--- src/rtl/select_scan.sv ---
// Clocked CH-to-1 data selector with manual (sel) and scan (dwell sequencer) modes.
// Optional per-channel scan mask enabled by defining SELECT_SCAN_MASK_EN.
module select_scan #(
  parameter int unsigned CH    = 8,
  parameter int unsigned W     = 1,
  parameter int unsigned SW    = $clog2(CH),
  parameter int unsigned DWELL = 4
) (
  input  logic            clk,
  input  logic            rst,
  input  logic            enable,
  input  logic            mode,
  input  logic [SW-1:0]   sel,
  input  logic [CH*W-1:0] Din,
`ifdef SELECT_SCAN_MASK_EN
  input  logic [CH-1:0]   mask,
`endif
  output logic [W-1:0]    Dout,
  output logic [SW-1:0]   chan,
  output logic            valid,
  output logic            wrap
);

  localparam int unsigned CW = $clog2(DWELL + 1);

  typedef enum logic [1:0] {S_IDLE, S_MANUAL, S_SCAN} state_t;

  state_t        r_state;
  logic [W-1:0]  r_dout;
  logic [SW-1:0] r_chan;
  logic          r_valid;
  logic          r_wrap;
  logic [CW-1:0] r_cnt;

  logic [W-1:0]  w_ch [CH];
  logic          w_sel_ok;
  logic          w_last;
  logic          w_any;
  logic [SW-1:0] w_first;
  logic [SW-1:0] w_next;
  logic          w_wrap;

  // Unpack the flat channel bus so channels can be indexed directly.
  for (genvar g = 0; g < int'(CH); g++) begin : g_ch
    assign w_ch[g] = Din[g*W +: W];
  end

  // Sequencer look-ahead: next channel, first channel and roll-over flag.
  always_comb begin
    w_sel_ok = (32'(sel) < CH);
    w_last   = (r_cnt == CW'(DWELL - 1));
`ifdef SELECT_SCAN_MASK_EN
    w_any    = |mask;
    w_first  = '0;
    w_next   = '0;
    for (int i = int'(CH) - 1; i >= 0; i--) begin
      if (mask[i]) begin
        w_first = SW'(i);
      end
    end
    w_next = w_first;
    for (int i = int'(CH) - 1; i >= 0; i--) begin
      if (mask[i] && (i > int'(r_chan))) begin
        w_next = SW'(i);
      end
    end
    w_wrap   = (w_next <= r_chan);
`else
    w_any    = 1'b1;
    w_first  = '0;
    w_next   = (r_chan == SW'(CH - 1)) ? '0 : r_chan + SW'(1);
    w_wrap   = (r_chan == SW'(CH - 1));
`endif
  end

  // State and registered outputs.
  always_ff @(posedge clk) begin
    if (rst) begin
      r_state <= S_IDLE;
      r_dout  <= '0;
      r_chan  <= '0;
      r_valid <= 1'b0;
      r_wrap  <= 1'b0;
      r_cnt   <= '0;
    end else begin
      r_wrap <= 1'b0;
      if (!enable) begin
        r_state <= S_IDLE;
        r_dout  <= '0;
        r_chan  <= '0;
        r_valid <= 1'b0;
        r_cnt   <= '0;
      end else if (!mode) begin
        r_state <= S_MANUAL;
        r_cnt   <= '0;
        r_chan  <= sel;
        r_valid <= w_sel_ok;
        r_dout  <= w_sel_ok ? w_ch[sel] : '0;
      end else if ((r_state != S_SCAN) || (!r_valid && w_any)) begin
        // Scan entry, or resume after an all-zero mask.
        r_state <= S_SCAN;
        r_cnt   <= '0;
        r_chan  <= w_first;
        r_valid <= w_any;
        r_dout  <= w_any ? w_ch[w_first] : '0;
      end else if (!w_any) begin
        r_dout  <= '0;
        r_valid <= 1'b0;
        r_cnt   <= '0;
      end else if (w_last) begin
        r_cnt   <= '0;
        r_chan  <= w_next;
        r_dout  <= w_ch[w_next];
        r_wrap  <= w_wrap;
      end else begin
        r_cnt   <= r_cnt + CW'(1);
        r_dout  <= w_ch[r_chan];
      end
    end
  end

  assign Dout  = r_dout;
  assign chan  = r_chan;
  assign valid = r_valid;
  assign wrap  = r_wrap;

endmodule
--- config.mk ---
export PLATFORM = sky130hd
export DESIGN_NAME = select_scan
export DESIGN_NICKNAME = d
export VERILOG_FILES = /design/src/rtl/select_scan.sv
export SDC_FILE = /design/constraint.sdc
export NUM_CORES = 1
export LEC_CHECK = 0
export ABC_AREA = 0
export ABC_CLOCK_PERIOD_IN_PS = 2500
export BUFFER_PORTS_ARGS = -buffer_cell sky130_fd_sc_hd__clkbuf_2
export CORE_UTILIZATION = 41
export CTS_CLUSTER_SIZE = 10
export DETAILED_ROUTE_END_ITERATION = 7
export PLACE_DENSITY = 0.66
export SYNTH_ARGS = -nofsm -noshare
export SYNTH_HDL_FRONTEND = slang
export SYNTH_SLANG_ARGS = --single-unit
--- constraint.sdc ---
create_clock -name clk -period 2.5 [get_ports clk]
set_input_delay 0.25 -clock clk [delete_from_list [all_inputs] [get_ports clk]]
set_output_delay 0.25 -clock clk [all_outputs]
set_load 0.01 [all_outputs]
==> impl_metrics.tcl <==
set metrics [dict create \
    status "complete, no violations" \
    hold_path_depth 3 \
    antenna_found_initial 0 \
    ant_nets 0 \
    cp_slowest_cell "dfxtp_1" \
    cts_max_path_buffers 2 \
    leakage_nw 0.3735 \
    reg2reg_slack_ns 0.62 \
    htreeDepth 1 \
    cp-end-kind "register" \
    rows 14 \
    rsz0062_at_grt "no" \
    drv_slew 0 \
    cts_buffers 3 \
    hp-class "in -> reg" \
    cts_setup_buffers 0 \
    grt_pass1_vias 591 \
    initial_core_util_pct 45.29 \
    grt_pass1_wl_mm 2.518 \
    syn2layout_area_growth_pct 18.82 \
    track_usage_pct 18.73 \
    die_w_um 43.27 \
    synth_top_area_share_pct 31.54 \
    syn_inst 74 \
    worstSetupStartpointType "register" \
    drive_gt1_share_pct 28.42 \
    grt_remaining_overflow 0 \
    diodes 0 \
    yosysSeqAreaShare_pct 31.54 \
    synth_nets 93 \
    ir_drop_mv 0.2610 \
    ctsResizeCount 0 \
    path_buf_inv 0 \
    yosysWarnings 0 \
    post-place-ws_ns 0.6558 \
    clkLatencyLatePin_ns 0.28 \
    syn_area_um2 698.2 \
    hold_violations 0 \
    synth_largest_area_cell "dfxtp_1" \
    drtIter0Drc 11 \
    final.setup.tns_ns 0 \
    crit_required_ns 2.67 \
    dieArea_mm2 0.001872 \
    period_minus_slack_ns 1.876 \
    reg2regPathDepth 6 \
    die_y_um 43.27 \
    dr.pass1.iters 4 \
    synthTopCellsByArea "dfxtp_1 (32%), mux4_1 (7.5%), ha_1 (7.2%)" \
    portBuffers 20 \
    via_per_inst 5.541 \
    fin_crit_sh_pct 75.02 \
    core-area_mm2 0.001541 \
    relSlewSlack_pct 66.42 \
    skew_ns 0.01200 \
    cts_hold_buf 0 \
    boundaryPins 21 \
    max-cap-violations 0 \
    tightestPinTransition_ns 0.5031 \
    hold_start "sel[2]" \
    synth_commonest_cells "dfxtp_1 (11), nand2_1 (7), a21oi_1 (5), nand2b_1 (5)" \
    via_count 615 \
    synth.most_common_cell "dfxtp_1" \
    nets 115 \
    fin_ws_ns 0.6245 \
    drc 0 \
    ys_types 29 \
    cts_root_buf "clkbuf_4" \
    synthArstFlopShare_pct 0 \
    drt-wirelength-per-cell_um 13.74 \
    r2r-end "Dout$_SDFF_PP0_" \
    clock-sinks 11 \
    wl_mm 1.525 \
    grt_max_degree 14 \
    setup_viol 0 \
    synth_edf_count 0 \
    path_cells "ha_1, ha_1, nand2b_1, o211ai_1, o221ai_1, o211ai_2" \
    slowest_delay_ns 0.64 \
    critical-path-top-delay-family "flip-flops" \
    crit_top_cell "ha_1" \
    cp_max_fo 13 \
    clkTransAtPathRegs_ns 0.08 \
    dp_hpwl_mm 1.180 \
    path_class "reg -> reg" \
    gp_congestion 0.9035 \
    synth_ff_type "dfxtp_1" \
    p_per_area_mw_per_mm2 441.8 \
    max_freq_mhz 533.2 \
    cp.arrival_ns 2.04 \
    holdPathEnd "chan[2]$_SDFFE_PP0P_" \
    synth_seq_cells 11 \
    cts_tree "yes" \
    avgSynthCellArea_um2 9.435 \
    rr_startpoint "chan[0]$_SDFFE_PP0P_" \
]
==> cells in the final DEF, fill, tap and decap left out, types with 2 or more instances in the layout <==
cell type and n:
a21oi_1 5, and3b_1 2, clkbuf_2 20, clkbuf_4 3, dfxtp_1 11, ha_1 4
inv_1 4, mux2_2 2, mux2i_1 4, mux4_1 2, nand2_1 7, nand2b_1 5
nand3_1 2, nor2_1 3, nor2b_1 2, nor3_1 2, o21ai_0 3, or3b_1 2
==> per-layer routing <==
metal | share of wire (%) | global-route usage (%) | routed length [µm]
met1 | 49 | 23.76 | 752
met2 | 44 | 28.06 | 678
met3 | 4.8 | 7.660 | 73
met4 | 1.4 | 7.273 | 21
met5 | 0 | 0 | 0
==> worst min-delay path, stage by stage <==
cell      delay, ns
clkbuf_2       0.09
nand2b_1       0.06
a21oi_1        0.05
==> per-stage QoR <==
step	std cells	power [W]	util, %	instance area, µm²	hold slack (ns)
after CTS	111	0.0003698	53.81	829.5	0.2249
after detailed placement	107	0.0002428	52.11	803.3	0.4206
after global routing	111	0.0003873	53.81	829.5	0.2594
after global placement	107	0.0002420	52.11	803.3	0.4172
final	111	0.0003665	53.81	829.5	0.2230
after floorplan	74	0.0002175	-	698.2	0.3341
==> state kept, by name, summed over array words and instances, names as in the netlist <==
register	flops
r_cnt	3
chan	3
wrap	1
r_state	2
valid	1
Dout	1
==> kinds of logic after synthesis <==
logic type	share of synthesized area, %
compound gates	15.59
fa+ha+maj	7.169
buf+inv	4.301
flops	31.54
mux	19.71
simple gates	21.69
==> how the worst max path moves through the flow <==
stage	end	start	depth (start not counted)
after floorplan	Dout$_SDFF_PP0_	chan[0]$_SDFFE_PP0P_	6
after global placement	Dout$_SDFF_PP0_	chan[0]$_SDFFE_PP0P_	6
after detailed placement	Dout$_SDFF_PP0_	chan[0]$_SDFFE_PP0P_	6
after CTS	Dout$_SDFF_PP0_	chan[0]$_SDFFE_PP0P_	6
after global routing	Dout$_SDFF_PP0_	chan[0]$_SDFFE_PP0P_	6
final	Dout$_SDFF_PP0_	chan[0]$_SDFFE_PP0P_	6
==> cell type report <==
type | count | area [µm²]
timing repair buffer | 20 | 100.1
clock buffer | 4 | 26.28
fill | 157 | 711.9
sequential | 11 | 220.2
inverter | 4 | 15.01
tap | 16 | 20.02
multi-input combinational | 56 | 447.9
==> report_power, final <==
part / leakage, nW / internal [W] / switching [W]
sequential: 0.0896 / 0.000180 / 0.00000399
combinational: 0.269 / 0.0000297 / 0.0000260
clock: 0.0150 / 0.0000620 / 0.0000653
No activity file was read; power rests on OpenSTA's default activity.
